**src/rtl/rob_commit_unit.sv**
```systemverilog
// rtl/rob_commit_unit.sv - reorder buffer with in-order retire, CDB capture and operand forwarding
module rob_commit_unit #(
    parameter int ROB_SIZE = 16,
    parameter int ROB_W    = 4
) (
    input  logic             clk,
    input  logic             rst,
    input  logic             rdy,
    input  logic             in_decoder_valid,
    input  logic [4:0]       in_decoder_dest_reg,
    input  logic [31:0]      in_decoder_pc,
    input  logic             in_decoder_is_branch,
    input  logic             in_decoder_pred_taken,
    input  logic             in_decoder_is_store,
    output logic [ROB_W-1:0] out_decoder_rob,
    output logic             out_full,
    input  logic [ROB_W-1:0] in_query_rob1,
    input  logic [ROB_W-1:0] in_query_rob2,
    output logic             out_query_ready1,
    output logic             out_query_ready2,
    output logic [31:0]      out_query_value1,
    output logic [31:0]      out_query_value2,
    input  logic             in_cdb_valid,
    input  logic [ROB_W-1:0] in_cdb_rob,
    input  logic [31:0]      in_cdb_value,
    input  logic             in_cdb_taken,
    input  logic [31:0]      in_cdb_target,
    output logic [4:0]       out_commit_reg,
    output logic [ROB_W-1:0] out_commit_rob,
    output logic [31:0]      out_commit_value,
    output logic             out_store_commit,
    output logic [ROB_W-1:0] out_store_rob,
    output logic             out_xbp,
    output logic [31:0]      out_xbp_pc
);
    localparam logic [ROB_W:0]   FULL_CNT = {1'b1, {ROB_W{1'b0}}};
    localparam logic [ROB_W:0]   CNT_ONE  = {{ROB_W{1'b0}}, 1'b1};
    localparam logic [ROB_W-1:0] PTR_ONE  = {{(ROB_W-1){1'b0}}, 1'b1};

    logic [ROB_W-1:0]    head_q, head_d, tail_q, tail_d;
    logic [ROB_W:0]      count_q, count_d;
    logic [ROB_SIZE-1:0] busy_q, busy_d, ready_q, ready_d;
    logic [ROB_SIZE-1:0] is_branch_q, is_branch_d, pred_taken_q, pred_taken_d;
    logic [ROB_SIZE-1:0] is_store_q, is_store_d, act_taken_q, act_taken_d;
    logic [4:0]          dest_q   [ROB_SIZE];
    logic [4:0]          dest_d   [ROB_SIZE];
    logic [31:0]         value_q  [ROB_SIZE];
    logic [31:0]         value_d  [ROB_SIZE];
    logic [31:0]         pc_q     [ROB_SIZE];
    logic [31:0]         pc_d     [ROB_SIZE];
    logic [31:0]         target_q [ROB_SIZE];
    logic [31:0]         target_d [ROB_SIZE];

    logic [4:0]          commit_reg_q, commit_reg_d;
    logic [ROB_W-1:0]    commit_rob_q, commit_rob_d, store_rob_q, store_rob_d;
    logic [31:0]         commit_value_q, commit_value_d, xbp_pc_q, xbp_pc_d;
    logic                store_commit_q, store_commit_d, xbp_q, xbp_d;

    logic retire, mispredict, alloc, cdb_wr;

    assign out_full        = (count_q == FULL_CNT);
    assign out_decoder_rob = tail_q;

    // CDB bypass lets the decoder see a result in the cycle it is broadcast
    assign out_query_ready1 = (in_cdb_valid && in_cdb_rob == in_query_rob1) ? 1'b1
                            : (busy_q[in_query_rob1] & ready_q[in_query_rob1]);
    assign out_query_value1 = (in_cdb_valid && in_cdb_rob == in_query_rob1) ? in_cdb_value
                            : value_q[in_query_rob1];
    assign out_query_ready2 = (in_cdb_valid && in_cdb_rob == in_query_rob2) ? 1'b1
                            : (busy_q[in_query_rob2] & ready_q[in_query_rob2]);
    assign out_query_value2 = (in_cdb_valid && in_cdb_rob == in_query_rob2) ? in_cdb_value
                            : value_q[in_query_rob2];

    always_comb begin
        head_d         = head_q;
        tail_d         = tail_q;
        count_d        = count_q;
        busy_d         = busy_q;
        ready_d        = ready_q;
        is_branch_d    = is_branch_q;
        pred_taken_d   = pred_taken_q;
        is_store_d     = is_store_q;
        act_taken_d    = act_taken_q;
        dest_d         = dest_q;
        value_d        = value_q;
        pc_d           = pc_q;
        target_d       = target_q;
        commit_reg_d   = '0;
        commit_rob_d   = '0;
        commit_value_d = '0;
        store_commit_d = 1'b0;
        store_rob_d    = '0;
        xbp_d          = 1'b0;
        xbp_pc_d       = '0;

        retire     = rdy && busy_q[head_q] && ready_q[head_q];
        mispredict = retire && is_branch_q[head_q] && (act_taken_q[head_q] != pred_taken_q[head_q]);
        alloc      = rdy && in_decoder_valid && !out_full && !mispredict;
        cdb_wr     = rdy && in_cdb_valid && busy_q[in_cdb_rob] && !mispredict;

        if (cdb_wr) begin
            ready_d[in_cdb_rob]     = 1'b1;
            value_d[in_cdb_rob]     = in_cdb_value;
            act_taken_d[in_cdb_rob] = in_cdb_taken;
            target_d[in_cdb_rob]    = in_cdb_target;
        end

        if (alloc) begin
            busy_d[tail_q]       = 1'b1;
            ready_d[tail_q]      = 1'b0;
            dest_d[tail_q]       = in_decoder_dest_reg;
            pc_d[tail_q]         = in_decoder_pc;
            is_branch_d[tail_q]  = in_decoder_is_branch;
            pred_taken_d[tail_q] = in_decoder_pred_taken;
            is_store_d[tail_q]   = in_decoder_is_store;
            tail_d               = tail_q + PTR_ONE;
        end

        if (retire) begin
            commit_reg_d   = is_store_q[head_q] ? 5'd0 : dest_q[head_q];
            commit_rob_d   = head_q;
            commit_value_d = value_q[head_q];
            store_commit_d = is_store_q[head_q];
            store_rob_d    = is_store_q[head_q] ? head_q : '0;
            busy_d[head_q] = 1'b0;
            head_d         = head_q + PTR_ONE;
        end

        case ({alloc, retire})
            2'b10:   count_d = count_q + CNT_ONE;
            2'b01:   count_d = count_q - CNT_ONE;
            default: count_d = count_q;
        endcase

        // A wrong-path branch wipes every younger entry in the same edge
        if (mispredict) begin
            xbp_d    = 1'b1;
            xbp_pc_d = act_taken_q[head_q] ? target_q[head_q] : pc_q[head_q] + 32'd4;
            busy_d   = '0;
            head_d   = '0;
            tail_d   = '0;
            count_d  = '0;
        end
    end

    always_ff @(posedge clk or negedge rst) begin
        if (!rst) begin
            head_q         <= '0;
            tail_q         <= '0;
            count_q        <= '0;
            busy_q         <= '0;
            ready_q        <= '0;
            commit_reg_q   <= '0;
            commit_rob_q   <= '0;
            commit_value_q <= '0;
            store_commit_q <= 1'b0;
            store_rob_q    <= '0;
            xbp_q          <= 1'b0;
            xbp_pc_q       <= '0;
        end else begin
            head_q         <= head_d;
            tail_q         <= tail_d;
            count_q        <= count_d;
            busy_q         <= busy_d;
            ready_q        <= ready_d;
            commit_reg_q   <= commit_reg_d;
            commit_rob_q   <= commit_rob_d;
            commit_value_q <= commit_value_d;
            store_commit_q <= store_commit_d;
            store_rob_q    <= store_rob_d;
            xbp_q          <= xbp_d;
            xbp_pc_q       <= xbp_pc_d;
        end
    end

    always_ff @(posedge clk) begin
        is_branch_q  <= is_branch_d;
        pred_taken_q <= pred_taken_d;
        is_store_q   <= is_store_d;
        act_taken_q  <= act_taken_d;
        dest_q       <= dest_d;
        value_q      <= value_d;
        pc_q         <= pc_d;
        target_q     <= target_d;
    end

    assign out_commit_reg   = commit_reg_q;
    assign out_commit_rob   = commit_rob_q;
    assign out_commit_value = commit_value_q;
    assign out_store_commit = store_commit_q;
    assign out_store_rob    = store_rob_q;
    assign out_xbp          = xbp_q;
    assign out_xbp_pc       = xbp_pc_q;
endmodule
```
**config.mk**
```make
export PLATFORM = sky130hd
export DESIGN_NAME = rob_commit_unit
export DESIGN_NICKNAME = d
export VERILOG_FILES = /design/src/rtl/rob_commit_unit.sv
export SDC_FILE = /design/constraint.sdc
export NUM_CORES = 2
export LEC_CHECK = 0
export BUFFER_PORTS_ARGS = -buffer_cell sky130_fd_sc_hd__buf_2
export CAP_MARGIN = 5
export CORE_ASPECT_RATIO = 1.2
export CORE_MARGIN = 8
export CORE_UTILIZATION = 30
export CTS_CLUSTER_DIAMETER = 150
export CTS_CLUSTER_SIZE = 30
export DETAILED_ROUTE_END_ITERATION = 8
export SKIP_CTS_REPAIR_TIMING = 1
export SLEW_MARGIN = 20
export SYNTH_ARGS = -nofsm -noshare
export SYNTH_HDL_FRONTEND = slang
export SYNTH_SLANG_ARGS = --single-unit
export TNS_END_PERCENT = 1
```
**constraint.sdc**
```tcl
create_clock -name clk -period 15.17 [get_ports clk]
set_input_delay 0.7585 -clock clk [delete_from_list [all_inputs] [get_ports clk]]
set_output_delay 0.7585 -clock clk [all_outputs]
set_load 0.005 [all_outputs]
```
# After elaboration in Yosys (flattened, before gate mapping)
# Cells that the tools add are included.
[word_totals]
reg_bits = 1804
inputBits = 122
output_inout_bits = 150
wordCells = 226
[classes]
addsub = 5
magnitude_cmp = 15
eq_ne = 6
muxes = 85
bitwise_logic = 13
n_reduce_logical = 22
[ops]
columns = ["operator", "n"]
rows = [
  ["512-bit bitwise mux", 3],
  ["32-bit binary-select mux with 4-bit select", 5],
  ["32-bit 2-to-1 mux", 17],
  ["32-bit demux with 4-bit select", 2],
  ["80-bit bitwise mux", 1],
  ["16-bit 2-to-1 mux", 5],
  ["16-bit bitwise mux", 4],
  ["1-bit binary-select mux with 4-bit select", 11],
  ["32-bit by 3-bit adder with 32-bit output (second input constant)", 1],
  ["16-bit AND", 2],
  ["16-bit NOT", 2],
  ["16-bit OR", 2],
  ["5-bit 2-to-1 mux", 6],
  ["4-bit 2-to-1 mux", 7],
  ["5-bit greater-or-equal comparator (second input constant)", 5],
  ["4-bit by 5-bit less-than comparator with 1-bit output (second input constant)", 5],
  ["4-bit NOT with 5-bit output", 5],
  ["5-bit binary-select mux with 4-bit select", 1],
  ["5-bit demux with 4-bit select", 1],
  ["1-bit 2-to-1 mux", 18],
  ["1-bit logical AND", 17],
  ["1-bit demux with 4-bit select", 3],
  ["4-bit by 1-bit greater-or-equal comparator with 1-bit output (second input constant)", 3],
  ["5-bit by 1-bit less-than comparator with 1-bit output (second input constant)", 2],
  ["other kinds (13)", 18],
]

# Longest topological paths before layout
[depth]
depth_word = 12
depth_mapped = 16
depth_no_buf = 12

# Worst setup path after synthesis
# OpenSTA, ideal clock, no wires.
[synth_path]
path_type = "register -> register"
start = "reg head_q[0]"
end = "reg dest_q[40] (netlist bit), enable pin"
setup_ns = 0.487
arrival_ns = 5.173
slack_ns = 9.510
path_stages_with_launch = 12
path_buffers = 6
path_cell_list = "dfrtp_1 > buf_6 > buf_6 > buf_6 > mux4_2 > mux4_2 > nand3_2 > buf_6 > inv_2 > buf_6 > buf_6 > nor3_1"
[synth_between]
elab_chain_cells = 8
word_cells_on_any_way = 17
cone_classes = "eq/ne (1); mux (10); reduce/logical (6)"
[synth_lines]
columns = ["item", "line", "source"]
rows = [
  ["from (decl)", "40", "logic [ROB_W-1:0] head_q, head_d, tail_q, tail_d;"],
  ["from (signal assigned)", "148", "head_q <= '0;"],
  ["from (signal assigned)", "161", "head_q <= head_d;"],
  ["1-bit binary-select mux with 4-bit select", "96", "retire = rdy && busy_q[head_q] && ready_q[head_q];"],
  ["1-bit 2-to-1 mux (not written as such)", "96", ""],
  ["1-bit logical AND (2 in a row)", "96", ""],
  ["1-bit logical AND", "97", "mispredict = retire && is_branch_q[head_q] && (act_taken_q[head_q] != pred_taken_q[head_q]);"],
  ["1-bit logical AND *", "97", ""],
  ["net mispredict", "59", "logic retire, mispredict, alloc, cdb_wr;"],
  ["1-bit logical NOT *", "98", "alloc = rdy && in_decoder_valid && !out_full && !mispredict;"],
  ["1-bit logical AND *", "98", ""],
  ["to (signal assigned)", "181", "dest_q <= dest_d;"],
  ["to (decl)", "45", "logic [4:0] dest_q [ROB_SIZE];"],
]
# Mark *: on every way through the listed nets, which the timed path passes. The rest lies on a longest branch. The select of a mux whose other input is x is not followed.
# A chain may end at the register's enable or synchronous reset.

# Final worst setup path
[layout_path]
start = "reg head_q[1]"
end = "reg target_q[380] (netlist bit), enable pin"
[layout_between]
elab_chain_cells = 8
word_cells_on_any_way = 17
cone_classes = "eq/ne (1); mux (10); reduce/logical (6)"
[layout_lines]
columns = ["item", "line", "source"]
rows = [
  ["1-bit binary-select mux with 4-bit select", "96", ""],
  ["1-bit 2-to-1 mux (not written as such)", "96", ""],
  ["1-bit logical AND (2 in a row)", "96", ""],
  ["1-bit logical AND", "97", ""],
  ["1-bit logical AND *", "97", ""],
  ["1-bit logical NOT *", "99", "cdb_wr = rdy && in_cdb_valid && busy_q[in_cdb_rob] && !mispredict;"],
  ["1-bit logical AND *", "99", ""],
  ["to (signal assigned)", "184", "target_q <= target_d;"],
  ["to (decl)", "51", "logic [31:0] target_q [ROB_SIZE];"],
]
# Mark *: on every way between the ends. The rest lies on a longest branch, timed or not. The select of a mux whose other input is x is not followed.

==> metrics <==
synth cell count leaders 1680 x edfxtp_1, 866 x mux4_2, 124 x dfrtp_1; Vias 38.3k; Core ar. 258000 sq um; setup TNS 0 ns; Slew headroom 27.2%; unrepaired setup endpoints after global routing false; DR iter-0 viols 4147; Hold Path Class input port to register; Yosys reg bits 1804; MaxCap Viol Count 0; Clock Skews 0.0506 ns; mux cell area share after synthesis 26.1%; Worst-path clk slew 0.13 ns; drt drc 0; die area 276000 sq um; cell mode on critical path buf_4; Post-Syn Nets 3534; CTS tree built; per-cell routed wire length 31.5 um; vias per inst 5.43; global-route usage over all layers 15.6%; Critical Path AT 5.82 ns; Post-Synth XOR/XNOR Area 0.486%; Initial Util 30.2%; count leader, synth edfxtp_1; Worst Path Max Fanout 62; largest net degree at the start of global routing 83; Post-synth EDFFs 1680; TritonCTS Buffers 70; Clk Tree Root Cell clkbuf_16; Port Buf Inserts 271; async set-or-reset flop fraction in the synthesized netlist 6.87%; Cell Count, Final, Fillers Out 7065; Final setup viols 0; Compound-Gate Fraction of Synth Area 0.981%; antenna violations before repair 76; Leak 26.6 nW; reg-to-reg critical path startpoint head_q[1]; final worst-path cycle share 36.1%; critical path cell sequence buf_4, mux4_2, nand3_1, and3_4, buf_4, xnor2_4, nand3_2, nor4b_4, and3b_4, buf_4; P&R area growth vs syn 9.65%; cells after synthesis 3401; hpwl dp 128 mm; number of nets with antenna violations after routing 0; clk sinks 1804; endpoints failing hold 0; Syn. warnings 0; largest family of logic cells by synthesized area multiplexers; Critical Path Sink Type register; GPL Wtd Cong 0.781; slowest CP cell dfrtp_4; max-slew violations 0; biggest regs pc_q x512, target_q x512, value_q x512; sequential element share of the synthesized area 68.9%; largest cells by area after synthesis edfxtp_1 65%, mux4_2 25%, dfrtp_1 4.0%; Worst Tran Pin Value 1.09 ns; Max Clk Rate 0.183 GHz; vias in the first global route 39.4k; critical hold path startpoint in_cdb_target[22]; Post-Route WL 222 mm; Die Ht 573 um; H-tree depth 3; post-synth top area share 64.9%; Pre-antenna DRT Iters 5; CP Class register to register; Mapped Area 77700 sq um; worst-skew pair later-pin latency 0.75 ns; minimum clock period 5.47 ns; crit-path max cell delay 0.89 ns; Placed Cells 6919; Max Buffers Root-to-Sink 3; first-pass GRT wire length 312 mm; Die W 481 um; area share of fa/ha/maj cells after synthesis 0.177%; WP data required 15.52 ns; outcome completed; CP startpoint head_q[1]; share of layout cells above drive strength 1 38.9%; io pins 272; nets 3727; Worst setup SP type register; # rows 204; total gr overflow 0; Worst IR Drop VDD 0.0000831 V; syn avg cell area 22.8 sq um; area leader, netlist edfxtp_1; pwr dens 118 nW/um^2; Simple-Gate Fraction of Synth Area 1.80%; Distinct cells, synth 63; ys flop type edfxtp_1
per-layer routing:
layer  vias to the layer above  share of wire, %  GRT usage, %
met1                     21300                40          20.5
met5                         -             0.075             0
met3                       315               7.0          2.63
met4                        28               2.5          3.95
met2                      1564                51          27.1
li1                      15100                 -             -
worst max-delay path: cells and delay by family, from the launching register on:
family	cells	cell delay [ns]
muxes	1	0.40
and+or+nand+nor	5	1.65
buffers and inverters	3	1.82
DFF	1	0.89
xor gates and xnor gates	1	0.18
cells in the final DEF, fill, tap and decap left out, types with 5 or more instances in the layout:
cell       synthesis  final
nor2b_1           11     11
dfrtp_1          124    121
a211oi_1          15     15
nor2_4             0     11
and3_1            16      8
o21ai_0           24     24
o22a_1            10     10
buf_4             15     80
nand4_1           11     11
and3_2             0      6
mux4_2           866    866
buf_6             12      6
a21oi_1           33     33
edfxtp_1        1680   1680
nand2b_1           5      5
nor2_1            51     40
and2_1            40     39
diode_2            0     18
a2bb2oi_1          7      7
nor3b_4            1      5
nand2_1           56     56
buf_2             51    264
clkbuf_16          0     71
clkbuf_1         115     48
xor2_1            30     30
mux2_2            66     66
inv_1              8      8
nand3_1           24     24
ha_1              11     11
xnor2_1           10     10
through the flow:
| stage | instance area (sq um) | setup WS [ns] | power [mW] | hold WS (ns) | utilization [%] |
|---|---|---|---|---|---|
| 2_1_floorplan | 77700 | 9.51 | 7.03 | 0.463 | - |
| 3_3_place_gp | 83000 | 9.28 | 7.74 | 0.519 | 32.2 |
| 3_5_place_dp | 83000 | 9.20 | 7.75 | 0.517 | 32.2 |
| 4_1_cts | 85100 | 9.08 | 10.1 | -0.116 | 33.0 |
| 5_1_grt | 85100 | 9.41 | 10.3 | 0.357 | 33.1 |
| 6_report | 85200 | 9.70 | 10.0 | 0.387 | 33.1 |
where the power goes:
| group | internal, mW | switching [mW] | total [mW] |
|---|---|---|---|
| combinational | 0.837 | 1.03 | 1.87 |
| sequential | 5.58 | 0.145 | 5.73 |
| clock | 0.912 | 1.51 | 2.42 |
| total | 7.33 | 2.69 | 10.0 |
final cells by class:
class | count | area [sq um]
Clock inverter | 7 | 78.8
Tap cell | 3399 | 4250
Antenna cell | 18 | 45.0
Timing Repair Buffer | 356 | 2090
Fill cell | 24000 | 172000
Sequential cell | 1804 | 53600
Inverter | 10 | 45.0
Multi-Input combinational cell | 1352 | 23100
Clock buffer | 119 | 1960
path summary, 6_finish.rpt:
kind	slack, ns	end	cells past startpoint
min reg2reg	0.54	count_q[3]	2
min in group asynchronous	0.52	out_commit_value[2]	2
max reg2reg	9.70	target_q[380]	10
min	0.39	target_q[470]	1
max in group asynchronous	13.35	head_q[0]	3
max	9.70	target_q[380]	10
logic make-up (layout without fill, tap and decap cells):
family | count (synthesis) | count (layout)
fa+ha+maj | 11 | 11
compound gates | 115 | 115
simple gates | 249 | 249
mux | 936 | 936
other cells | 0 | 18
buf+inv | 245 | 492
xor+xnor | 41 | 41
flops | 1804 | 1804
No activity file was read; power rests on OpenSTA's default activity.
